[config.mk]
export PLATFORM = sky130hd
export DESIGN_NAME = sub_serial_fsm
export DESIGN_NICKNAME = d
export VERILOG_FILES = /design/src/rtl/sub_pkg.sv /design/src/rtl/sub1b_estruc.sv /design/src/rtl/sub_serial_fsm.sv
export SDC_FILE = /design/constraint.sdc
export NUM_CORES = 1
export LEC_CHECK = 0
export BUFFER_PORTS_ARGS = -buffer_cell sky130_fd_sc_hd__buf_2
export CAP_MARGIN = 20
export CORE_MARGIN = 10
export CORE_UTILIZATION = 49
export DETAILED_ROUTE_END_ITERATION = 7
export HOLD_SLACK_MARGIN = 0.03
export PLACE_DENSITY = 0.73
export SLEW_MARGIN = 20
export SYNTH_ARGS = -nofsm -noshare
export SYNTH_HDL_FRONTEND = slang
export SYNTH_SLANG_ARGS = --single-unit
[constraint.sdc]
create_clock -name clk -period 1.2 [get_ports clk]
set_input_delay 0.18 -clock clk [delete_from_list [all_inputs] [get_ports clk]]
set_output_delay 0.18 -clock clk [all_outputs]
set_load 0.005 [all_outputs]
[src/rtl/sub_pkg.sv]
`default_nettype none
// ============================================================================
//  Module      : sub_pkg
//  Description : Shared constants for the bit-serial subtractor and the
//                display path that consumes its result.
//                  DEFAULT_WIDTH - default operand/result width
//                  S_IDLE/S_SHIFT/S_DONE - controller state encoding
//  Revision    : 1.0 - initial release
// ============================================================================
package sub_pkg;

    localparam int DEFAULT_WIDTH = 4;

    localparam int STATE_W = 2;

    localparam logic [STATE_W-1:0] S_IDLE  = 2'd0;
    localparam logic [STATE_W-1:0] S_SHIFT = 2'd1;
    localparam logic [STATE_W-1:0] S_DONE  = 2'd2;

endpackage
`default_nettype wire

[src/rtl/sub1b_estruc.sv]
`default_nettype none
// ============================================================================
//  Module      : sub1b_estruc
//  Description : Gate-level 1-bit full subtractor (A - B - Bi).
//                  A, B  - operand bits
//                  Bi    - borrow in
//                  D     - difference bit, A ^ B ^ Bi
//                  Bout  - borrow out, (~A & B) | (~(A ^ B) & Bi)
//  Revision    : 1.0 - initial release
// ============================================================================
module sub1b_estruc (
    input  logic A,
    input  logic B,
    input  logic Bi,
    output wire  D,
    output wire  Bout
);

    wire w_a_xor_b;
    wire w_not_a;
    wire w_not_axb;
    wire w_gen;
    wire w_prop;

    xor u_x0 (w_a_xor_b, A, B);
    xor u_x1 (D, w_a_xor_b, Bi);

    // Borrow is generated when A=0,B=1, and propagated when A==B.
    not u_n0 (w_not_a, A);
    and u_a0 (w_gen, w_not_a, B);
    not u_n1 (w_not_axb, w_a_xor_b);
    and u_a1 (w_prop, w_not_axb, Bi);
    or  u_o0 (Bout, w_gen, w_prop);

endmodule
`default_nettype wire

[src/rtl/sub_serial_fsm.sv]
`default_nettype none
// ============================================================================
//  Module      : sub_serial_fsm
//  Description : Bit-serial unsigned subtractor D = A - B, LSB first, one
//                bit per clock through a single 1-bit full-subtractor cell.
//                  clk    - rising-edge clock
//                  rst_n  - asynchronous active-low reset
//                  start  - request, accepted only in IDLE
//                  A, B   - minuend / subtrahend, captured on accepted start
//                  busy   - high while the operation is being shifted
//                  done   - one-cycle pulse, D and Bout valid
//                  D      - (A - B) mod 2^WIDTH, held until next result
//                  Bout   - final borrow, 1 iff A < B
//  Revision    : 1.0 - initial release
// ============================================================================
module sub_serial_fsm
    import sub_pkg::*;
#(
    parameter int WIDTH = DEFAULT_WIDTH
) (
    input  logic             clk,
    input  logic             rst_n,
    input  logic             start,
    input  logic [WIDTH-1:0] A,
    input  logic [WIDTH-1:0] B,
    output logic             busy,
    output logic             done,
    output logic [WIDTH-1:0] D,
    output logic             Bout
);

    // One extra bit so the count never wraps within an operation.
    localparam int CNT_W = $clog2(WIDTH) + 1;

    logic [STATE_W-1:0] r_state;
    logic [STATE_W-1:0] w_state_next;

    logic [WIDTH-1:0]   r_a_sr;
    logic [WIDTH-1:0]   r_b_sr;
    logic [WIDTH-1:0]   r_res_sr;
    logic               r_borrow;
    logic [CNT_W-1:0]   r_cnt;

    logic               r_busy;
    logic               r_done;
    logic [WIDTH-1:0]   r_d;
    logic               r_bout;

    logic               w_last;
    logic               w_cell_d;
    wire                w_cell_d_net;
    wire                w_cell_bout;

    assign w_last   = (r_cnt == CNT_W'(WIDTH - 1));
    assign w_cell_d = w_cell_d_net;

    sub1b_estruc u_cell (
        .A    (r_a_sr[0]),
        .B    (r_b_sr[0]),
        .Bi   (r_borrow),
        .D    (w_cell_d_net),
        .Bout (w_cell_bout)
    );

    // ------------------------------------------------------------------
    // Controller
    // ------------------------------------------------------------------
    always_ff @(posedge clk or negedge rst_n) begin
        if (!rst_n) begin
            r_state <= S_IDLE;
        end else begin
            r_state <= w_state_next;
        end
    end

    always_comb begin
        w_state_next = r_state;
        case (r_state)
            S_IDLE:  if (start)  w_state_next = S_SHIFT;
            S_SHIFT: if (w_last) w_state_next = S_DONE;
            S_DONE:              w_state_next = S_IDLE;
            default:             w_state_next = S_IDLE;
        endcase
    end

    // ------------------------------------------------------------------
    // Datapath and registered outputs. busy/done are registered copies of
    // the state, so they lag the state by one edge and never see start.
    // ------------------------------------------------------------------
    always_ff @(posedge clk or negedge rst_n) begin
        if (!rst_n) begin
            r_a_sr   <= '0;
            r_b_sr   <= '0;
            r_res_sr <= '0;
            r_borrow <= 1'b0;
            r_cnt    <= '0;
            r_busy   <= 1'b0;
            r_done   <= 1'b0;
            r_d      <= '0;
            r_bout   <= 1'b0;
        end else begin
            r_busy <= (r_state == S_SHIFT);
            r_done <= (r_state == S_DONE);
            case (r_state)
                S_IDLE: begin
                    if (start) begin
                        r_a_sr   <= A;
                        r_b_sr   <= B;
                        r_res_sr <= '0;
                        r_borrow <= 1'b0;
                        r_cnt    <= '0;
                    end
                end
                S_SHIFT: begin
                    // Result bits enter at the MSB so the LSB lands at bit 0
                    // after WIDTH shifts.
                    r_res_sr <= {w_cell_d, r_res_sr[WIDTH-1:1]};
                    r_a_sr   <= r_a_sr >> 1;
                    r_b_sr   <= r_b_sr >> 1;
                    r_borrow <= w_cell_bout;
                    r_cnt    <= r_cnt + CNT_W'(1);
                end
                S_DONE: begin
                    r_d    <= r_res_sr;
                    r_bout <= r_borrow;
                end
                default: begin
                end
            endcase
        end
    end

    assign busy = r_busy;
    assign done = r_done;
    assign D    = r_d;
    assign Bout = r_bout;

endmodule
`default_nettype wire

==> impl_metrics.py, run 1 <==
metrics = {
    "final_layout": {
        "layout_common_cells": "23 x dfrtp_1, 17 x buf_2, 9 x buf_4",
        "nets": 125,
        "final_common_cell": "dfrtp_1",
        "fillCellCount": 191,
        "area_delta_synth_final_pct": 21.5,
        "drive_gt1_share_pct": 45.5,
        "antennaDiodeCount": 0,
        "stdcell_area_um2": 1370,
    },
    "run_status": {
        "status": "finished clean",
    },
    "place": {
        "gp_congestion": 0.745,
        "placement.cell_area_um2": 1270,
        "port_buffers": 17,
        "hpwl_um": 1640,
    },
    "worst_setup_path": {
        "worstSetupEndpointType": "register",
        "setup.worst_path.class": "register to register",
        "r2r-start": "r_state[1]$_DFFE_PN0P_",
        "crit_path_max_fanout": 7,
        "worstPathArrival_ps": 1400,
        "start_kind": "register",
        "rr_worst_depth": 2,
        "worst_r2r_endpoint": "r_b_sr[2]$_DFFE_PN0P_",
        "reg2reg_slack_ps": 8,
        "crit_required_ps": 1410,
    },
    "hold_path": {
        "hold_class": "input pin to register",
        "min_path_cells": 3,
        "worstHoldEndpoint": "r_a_sr[1]$_DFFE_PN0P_",
        "min_from": "A[1]",
    },
    "power": {
        "p_seq_share_pct": 44.1,
        "clkPwrFrac_pct": 11.5,
        "p_switching_w": 0.00112,
        "swShare_pct": 34.6,
        "p_int_w": 0.00212,
        "ir_drop_uv": 1170,
        "power.density_nw_per_um2": 2370,
        "combPwrFrac_pct": 44.4,
        "p_leak_nw": 0.675,
    },
    "yosys": {
        "ys_ff_latch": 25,
        "ys_seq_area_share_pct": 55.7,
        "postSynthCellCount": 84,
        "netlist_area_um2": 1120,
        "yosysUniqueCellTypes": 30,
        "synth_edf_count": 0,
        "yosys_most_used_dff": "dfrtp_1",
        "synthesis.nets": 98,
        "ys_warn_count": 0,
        "avgSynthCellArea_um2": 13.4,
        "async_flop_share_pct": 100,
    },
    "sta": {
        "slew_viol_final": 0,
        "slew_headroom_pct": 63.6,
        "grt_setup_unrepaired": "true",
        "period_needed_ps": 1190,
        "worst_pin_slew_ps": 546,
        "finalHoldViolations": 0,
        "finalSetupViolCount": 0,
        "fin_worst_skew_ps": 11.2,
        "fmax_ghz": 0.839,
        "finalSetupTns_ps": 0,
        "finalCritPeriodShare_pct": 99.3,
    },
    "flow_run": {
        "drv_cap": 0,
    },
    "clock_network": {
        "clock_sinks": 25,
        "clk_path_buf_depth": 2,
        "cts_buffers": 3,
        "htreeDepth": 1,
        "cts_tree": "built",
        "clkLatencyLatePin_ps": 310,
        "path_clk_slew_ps": 140,
        "clk_root_buffer_cell": "clkbuf_4",
    },
    "floorplan": {
        "pin_count": 18,
        "dieWidth_um": 67.9,
        "num_rows": 17,
        "dieArea_um2": 4610,
        "core_area_um2": 2190,
        "start_util_pct": 51.3,
        "die_y_um": 67.9,
    },
    "routing": {
        "drtIter0Drc": 20,
        "drc_errors": 0,
        "post_drt_wl_per_cell_um": 15.8,
        "vias": 756,
        "dr.pass1.iters": 6,
        "antenna_left": 0,
        "wirelength_um": 2190,
        "via_per_inst": 5.48,
    },
    "global_route": {
        "grt_usage_pct": 10.0,
        "antenna_found_initial": 0,
        "grt_pass1_wl_um": 3670,
        "grt_pass1_vias": 829,
        "overflow": 0,
        "grt_start_max_net_pins": 26,
    },
}
power groups by stage:
stage | Sequential [W] | Combinational [W] | Clock (W)
after floorplan | 0.00139 | 0.000974 | 0
after global placement | 0.00142 | 0.00129 | 0
after detailed placement | 0.00145 | 0.00135 | 0
after CTS | 0.00144 | 0.00135 | 0.000381
after global routing | 0.00148 | 0.00159 | 0.000419
final | 0.00143 | 0.00144 | 0.000373
through the flow:
step                hold WS (ps)  utilization (%)  cells  setup WS, ps  power (W)
floorplan                   -116                -     84          24.5    0.00236
global placement             197             58.2    132          23.8    0.00271
detailed placement           198             58.2    132         0.233    0.00280
CTS                          192             60.0    137          6.42    0.00317
global route                 178             62.3    138         -25.9    0.00349
finish                       187             62.3    138          8.15    0.00324
state kept, by name (all words and copies together) (netlist names):
register and flops:
Bout 1, D 4, busy 1, done 1
r_a_sr 4, r_b_sr 4, r_borrow 1, r_cnt 3
r_res_sr 4, r_state 2
kinds of logic after synthesis:
kind of cell               after synthesis  share of synthesized area (%)
AOI/OAI and AO/OA                       18                           14.0
adders and majority gates                3                           4.01
buffers and inverters                   15                           6.46
DFF                                     25                           55.7
muxes                                    6                           7.57
and+or+nand+nor                         17                           12.2
synthesized netlist by cell type, types with 2 or more instances:
cell type,instances,area (µm²)
nor3b_1,3,22.5
a211oi_1,2,15.0
a221oi_1,2,17.5
a22o_1,5,43.8
ha_1,2,25.0
nand2b_1,3,18.8
mux2_4,5,75.1
nor4b_1,5,43.8
inv_1,8,30.0
dfrtp_1,25,626
buf_2,5,25.0
worst max-delay path by stage:
stage,endpoint,startpoint,cells past startpoint
finish,r_b_sr[2]$_DFFE_PN0P_,r_state[1]$_DFFE_PN0P_,2
global route,r_a_sr[2]$_DFFE_PN0P_,r_state[0]$_DFFE_PN0P_,3
CTS,D[0]$_DFFE_PN0P_,r_state[0]$_DFFE_PN0P_,3
detailed placement,r_b_sr[2]$_DFFE_PN0P_,r_state[1]$_DFFE_PN0P_,2
global placement,r_b_sr[2]$_DFFE_PN0P_,r_state[1]$_DFFE_PN0P_,2
floorplan,Bout$_DFFE_PN0P_,r_state[0]$_DFFE_PN0P_,4
layout make-up:
cell class                 count  area, µm²  share of cell area (%)
clock buffer                   3       22.5                    1.65
clock inverter                 1       5.00                   0.367
inverter                       9       36.3                    2.66
multi-input combinational     44        464                    34.0
sequential                    25        628                    46.0
tap                           28       35.0                    2.57
timing repair buffer          28        174                    12.7
routing by layer:
metal	global-route usage [%]	vias up	wire (µm)
li1	-	359	-
met5	0	-	0
met3	3.26	2	192
met4	2.26	0	8
met1	11.9	373	908
met2	17.3	22	1080
worst max-delay path, cell delays in order, from the launching register on:
cell and delay [ps]:
dfrtp_2 470, or4b_1 500, o221a_2 130
what timing repair did:
item / CTS / global route
endpoints found under the setup margin: 6 / 12
pin swaps: 1 / 0
buffers inserted: 0 / 1
hold buffers: 1 / 0
endpoints found under the hold margin: 25 / 0
gates resized for setup: 2 / 8
(Power assumes the default switching activity.)
==> run 2, diff against run 1 <==
- CORE_MARGIN: 10 -> not set
==> impl_metrics.py, run 2 (synthesis results as in run 1) <==
metrics = {
    "power": {
        "ir_drop_uv": 1480,
        "swShare_pct": 34.6,
        "p_leak_nw": 0.670,
        "clkPwrFrac_pct": 11.3,
        "p_int_w": 0.00215,
        "power.density_nw_per_um2": 2400,
        "p_seq_share_pct": 43.6,
        "combPwrFrac_pct": 45.1,
        "p_switching_w": 0.00114,
    },
    "worst_setup_path": {
        "crit_path_max_fanout": 8,
        "start_kind": "register",
        "crit_required_ps": 1410,
        "setup.worst_path.class": "register to register",
        "worstPathArrival_ps": 1400,
        "worstSetupEndpointType": "register",
        "rr_worst_depth": 3,
        "reg2reg_slack_ps": 20,
    },
    "sta": {
        "worst_slack_ps": 15.9,
        "slew_viol_final": 0,
        "finalHoldViolations": 0,
        "worst_pin_slew_ps": 553,
        "finalSetupViolCount": 0,
        "fmax_ghz": 0.845,
        "slew_headroom_pct": 63.1,
        "whs_ps": 153,
        "finalSetupTns_ps": 0,
        "grt_setup_unrepaired": "true",
        "period_needed_ps": 1180,
        "fin_worst_skew_ps": 2.01,
        "finalCritPeriodShare_pct": 98.7,
    },
    "place": {
        "gp_congestion": 0.794,
        "port_buffers": 17,
        "post-place-ws_ps": -11.1,
        "hpwl_um": 1470,
    },
    "global_route": {
        "grt_pass1_vias": 810,
        "grt_usage_pct": 19.3,
        "grt_pass1_wl_um": 3570,
        "antenna_found_initial": 0,
        "grt_start_max_net_pins": 26,
        "overflow": 0,
    },
    "routing": {
        "antenna_left": 0,
        "post_drt_wl_per_cell_um": 15.2,
        "vias": 737,
        "wirelength_um": 2060,
        "drtIter0Drc": 13,
        "drc_errors": 0,
        "via_per_inst": 5.42,
        "dr.pass1.iters": 4,
    },
    "final_layout": {
        "drive_gt1_share_pct": 44.0,
        "antennaDiodeCount": 0,
        "nets": 124,
        "area_delta_synth_final_pct": 21.5,
        "final_common_cell": "dfrtp_1",
        "layout_common_cells": "23 x dfrtp_1, 17 x buf_2, 8 x inv_1, 8 x buf_4",
    },
    "floorplan": {
        "die_y_um": 49.9,
        "pin_count": 18,
        "dieWidth_um": 49.9,
        "num_rows": 16,
        "start_util_pct": 54.5,
        "dieArea_um2": 2490,
        "core_area_um2": 2060,
    },
    "clock_network": {
        "path_clk_slew_ps": 130,
        "htreeDepth": 1,
        "clock_sinks": 25,
        "cts_tree": "built",
        "clk_root_buffer_cell": "clkbuf_4",
        "cts_buffers": 3,
        "clkLatencyLatePin_ps": 310,
        "clk_path_buf_depth": 2,
    },
    "hold_path": {
        "hold_class": "input pin to register",
        "min_path_cells": 3,
    },
    "run_status": {
        "status": "finished clean",
    },
    "flow_run": {
        "drv_cap": 0,
    },
}
## run 2: cell types whose count changed in the layout (fill, tap and decap cells not counted), sizes merged
cell	previous run	this run
buf	27	26
clkbuf	3	4
clkinv	1	0
## run 2: through the flow
stage | std cells | cell area [µm²] | util [%] | total power (W)
2_1_floorplan | 84 | 1120 | - | 0.00236
3_3_place_gp | 129 | 1260 | 61.0 | 0.00270
3_5_place_dp | 129 | 1260 | 61.0 | 0.00278
4_1_cts | 135 | 1320 | 64.1 | 0.00321
5_1_grt | 136 | 1370 | 66.2 | 0.00351
6_report | 136 | 1370 | 66.2 | 0.00328
## run 2: area by class of cell
type                    count  area, µm²
fillers                   164        697
multi-input cells          44        474
well taps                  27       33.8
clock buffers               4       26.3
flip-flops and latches     25        628
inverters                   9       36.3
repair buffers             27        166
## run 2: final timing paths
check                                   startpoint                       to
setup / recovery            r_state[0]$_DFFE_PN0P_    r_b_sr[2]$_DFFE_PN0P_
max in group asynchronous                    rst_n   r_state[0]$_DFFE_PN0P_
setup reg to reg            r_state[0]$_DFFE_PN0P_    r_b_sr[2]$_DFFE_PN0P_
hold reg to reg            r_res_sr[0]$_DFFE_PN0P_  r_res_sr[0]$_DFFE_PN0P_
min in group asynchronous                    rst_n     r_cnt[2]$_DFFE_PN0P_
hold / removal                                A[3]    r_a_sr[3]$_DFFE_PN0P_
## run 2: worst max-delay path, stage by stage (launching register included)
cell and delay (ps):
dfrtp_2 480, buf_4 150, o21ba_2 220, o221a_2 240
## run 2: layer usage
layer / global-route usage, % / share of wire, % / vias up
met5: 0 / 0 / -
met4: 7.14 / 0.68 / 0
met3: 2.78 / 3.0 / 2
met2: 34.0 / 51 / 17
met1: 23.5 / 45 / 358
li1: - / - / 360
## run 2: power groups by stage
stage	clock network, W	logic, W	registers, W
floorplan	0	0.000974	0.00139
global placement	0	0.00128	0.00143
detailed placement	0	0.00134	0.00145
CTS	0.000375	0.00141	0.00143
global route	0.000401	0.00163	0.00148
finish	0.000370	0.00148	0.00143
## run 2: what timing repair did
item	4_1_cts	5_1_grt
pin swaps	0	2
hold endpoints to repair	25	0
setup buffers	1	1
hold buffers	1	0
gates resized for setup	4	7
setup endpoints to repair	8	11
==> run 3, diff against run 2 <==
- PLACE_DENSITY: 0.73 -> not set
- PLACE_DENSITY_LB_ADDON: not set -> 0.15
==> impl_metrics.py, run 3 (synthesis results as in run 1) <==
metrics = {
    "place": {
        "hpwl_um": 1350,
        "post-place-ws_ps": -9.85,
        "port_buffers": 17,
        "gp_congestion": 0.744,
        "dp_cells": 129,
    },
    "final_layout": {
        "layout_common_cells": "23 x dfrtp_1, 17 x buf_2, 8 x inv_1",
        "final_common_cell": "dfrtp_1",
        "final_cells": 135,
        "area_delta_synth_final_pct": 21.9,
        "drive_gt1_share_pct": 46.3,
        "nets": 123,
        "antennaDiodeCount": 0,
    },
    "flow_run": {
        "drv_cap": 0,
    },
    "sta": {
        "worst_slack_ps": 0.504,
        "finalCritPeriodShare_pct": 100,
        "period_needed_ps": 1200,
        "worst_pin_slew_ps": 543,
        "fmax_ghz": 0.834,
        "slew_viol_final": 0,
        "finalSetupViolCount": 0,
        "grt_setup_unrepaired": "true",
        "fin_worst_skew_ps": 1.92,
        "finalSetupTns_ps": 0,
        "slew_headroom_pct": 63.8,
        "finalHoldViolations": 0,
    },
    "global_route": {
        "grt_start_max_net_pins": 26,
        "grt_pass1_vias": 772,
        "overflow": 0,
        "grt_pass1_wl_um": 3510,
        "grt_usage_pct": 19.5,
        "antenna_found_initial": 0,
    },
    "power": {
        "combPwrFrac_pct": 45.5,
        "p_leak_nw": 0.671,
        "power.density_nw_per_um2": 2380,
        "p_int_w": 0.00213,
        "p_total_w": 0.00327,
        "p_switching_w": 0.00113,
        "swShare_pct": 34.7,
        "ir_drop_uv": 1360,
        "clkPwrFrac_pct": 11.1,
        "p_seq_share_pct": 43.5,
    },
    "worst_setup_path": {
        "cp_num_buf_inv": 0,
        "cp_top_family": "simple AND/OR/NAND/NOR gates",
        "path_cells": "or4b_1 -> o221a_2",
        "crit_slowest_cell": "or4b_1",
        "worst_r2r_endpoint": "r_b_sr[2]$_DFFE_PN0P_",
        "crit_required_ps": 1420,
        "reg2reg_slack_ps": 0.5,
        "rr_worst_depth": 2,
        "r2r-start": "r_state[1]$_DFFE_PN0P_",
        "crit_path_max_fanout": 7,
        "worstPathArrival_ps": 1420,
        "worstSetupEndpointType": "register",
        "cp.depth": 2,
        "start_kind": "register",
        "max_stage_delay_ps": 510,
        "setup.worst_path.class": "register to register",
        "cp-startpoint": "r_state[1]$_DFFE_PN0P_",
        "critical_path.endpoint": "r_b_sr[2]$_DFFE_PN0P_",
    },
    "run_status": {
        "status": "finished clean",
    },
    "clock_network": {
        "cts_tree": "built",
        "clk_root_buffer_cell": "clkbuf_4",
        "path_clk_slew_ps": 120,
        "htreeDepth": 1,
        "cts_buffers": 3,
        "clkLatencyLatePin_ps": 320,
        "clock_sinks": 25,
        "clk_path_buf_depth": 2,
    },
    "routing": {
        "post_drt_wl_per_cell_um": 15.1,
        "dr.pass1.iters": 4,
        "antenna_left": 0,
        "vias": 748,
        "drc_errors": 0,
        "wirelength_um": 2030,
        "drtIter0Drc": 9,
        "via_per_inst": 5.54,
    },
    "floorplan": {
        "dieWidth_um": 49.9,
        "pin_count": 18,
        "num_rows": 16,
        "dieArea_um2": 2490,
        "start_util_pct": 54.5,
        "die_y_um": 49.9,
        "core_area_um2": 2060,
    },
    "hold_path": {
        "hold_class": "input pin to register",
    },
}
## run 3: how the worst min path moves through the flow
stage	from	slack (ps)	cells past startpoint	end
4_1_cts	A[3]	150	3	r_a_sr[3]$_DFFE_PN0P_
6_report	A[3]	150	3	r_a_sr[3]$_DFFE_PN0P_
3_5_place_dp	rst_n	190	1	r_cnt[0]$_DFFE_PN0P_
3_3_place_gp	rst_n	200	1	r_cnt[0]$_DFFE_PN0P_
5_1_grt	A[3]	160	3	r_a_sr[3]$_DFFE_PN0P_
2_1_floorplan	rst_n	-120	0	Bout$_DFFE_PN0P_
## run 3: worst reg2reg max path: stages (launching register included)
cell and delay (ps):
dfrtp_2 460, or4b_1 510, o221a_2 130
## run 3: area by class of cell
| cell class | count | area, µm² |
|---|---|---|
| timing repair buffer | 26 | 159 |
| clock buffer | 3 | 22.5 |
| sequential | 25 | 628 |
| tap | 27 | 33.8 |
| multi-input combinational | 44 | 485 |
| clock inverter | 1 | 5.00 |
| inverter | 9 | 36.3 |
| fill | 166 | 692 |
## run 3: per-layer routing
layer | GRT usage (%) | vias up | wire (µm)
met5 | 0 | - | 0
met1 | 25.1 | 368 | 954
met2 | 30.2 | 18 | 965
li1 | - | 357 | -
met3 | 6.48 | 5 | 82
met4 | 7.14 | 0 | 31
## run 3: stage by stage
step / utilization (%) / cell area [µm²] / hold WS (ps)
finish: 66.4 / 1370 / 154
global route: 66.4 / 1370 / 156
CTS: 63.2 / 1300 / 146
detailed placement: 61.0 / 1260 / 194
global placement: 61.0 / 1260 / 199
floorplan: - / 1120 / -116
## run 3: power by group through the flow
| stage | Clock, W | Combinational, W | Sequential, W |
|---|---|---|---|
| global placement | 0 | 0.00129 | 0.00142 |
| floorplan | 0 | 0.000974 | 0.00139 |
| global route | 0.000424 | 0.00166 | 0.00146 |
| detailed placement | 0 | 0.00133 | 0.00143 |
| finish | 0.000362 | 0.00149 | 0.00142 |
| CTS | 0.000387 | 0.00135 | 0.00142 |
## run 3: timing repair
| action | 4_1_cts | 5_1_grt |
|---|---|---|
| setup endpoints to repair | 2 | 12 |
| pin swaps | 1 | 1 |
| setup buffers | 0 | 1 |
| hold endpoints to repair | 25 | 0 |
| cloned | 0 | 0 |
| gates resized for setup | 1 | 12 |
| hold buffers | 1 | 0 |
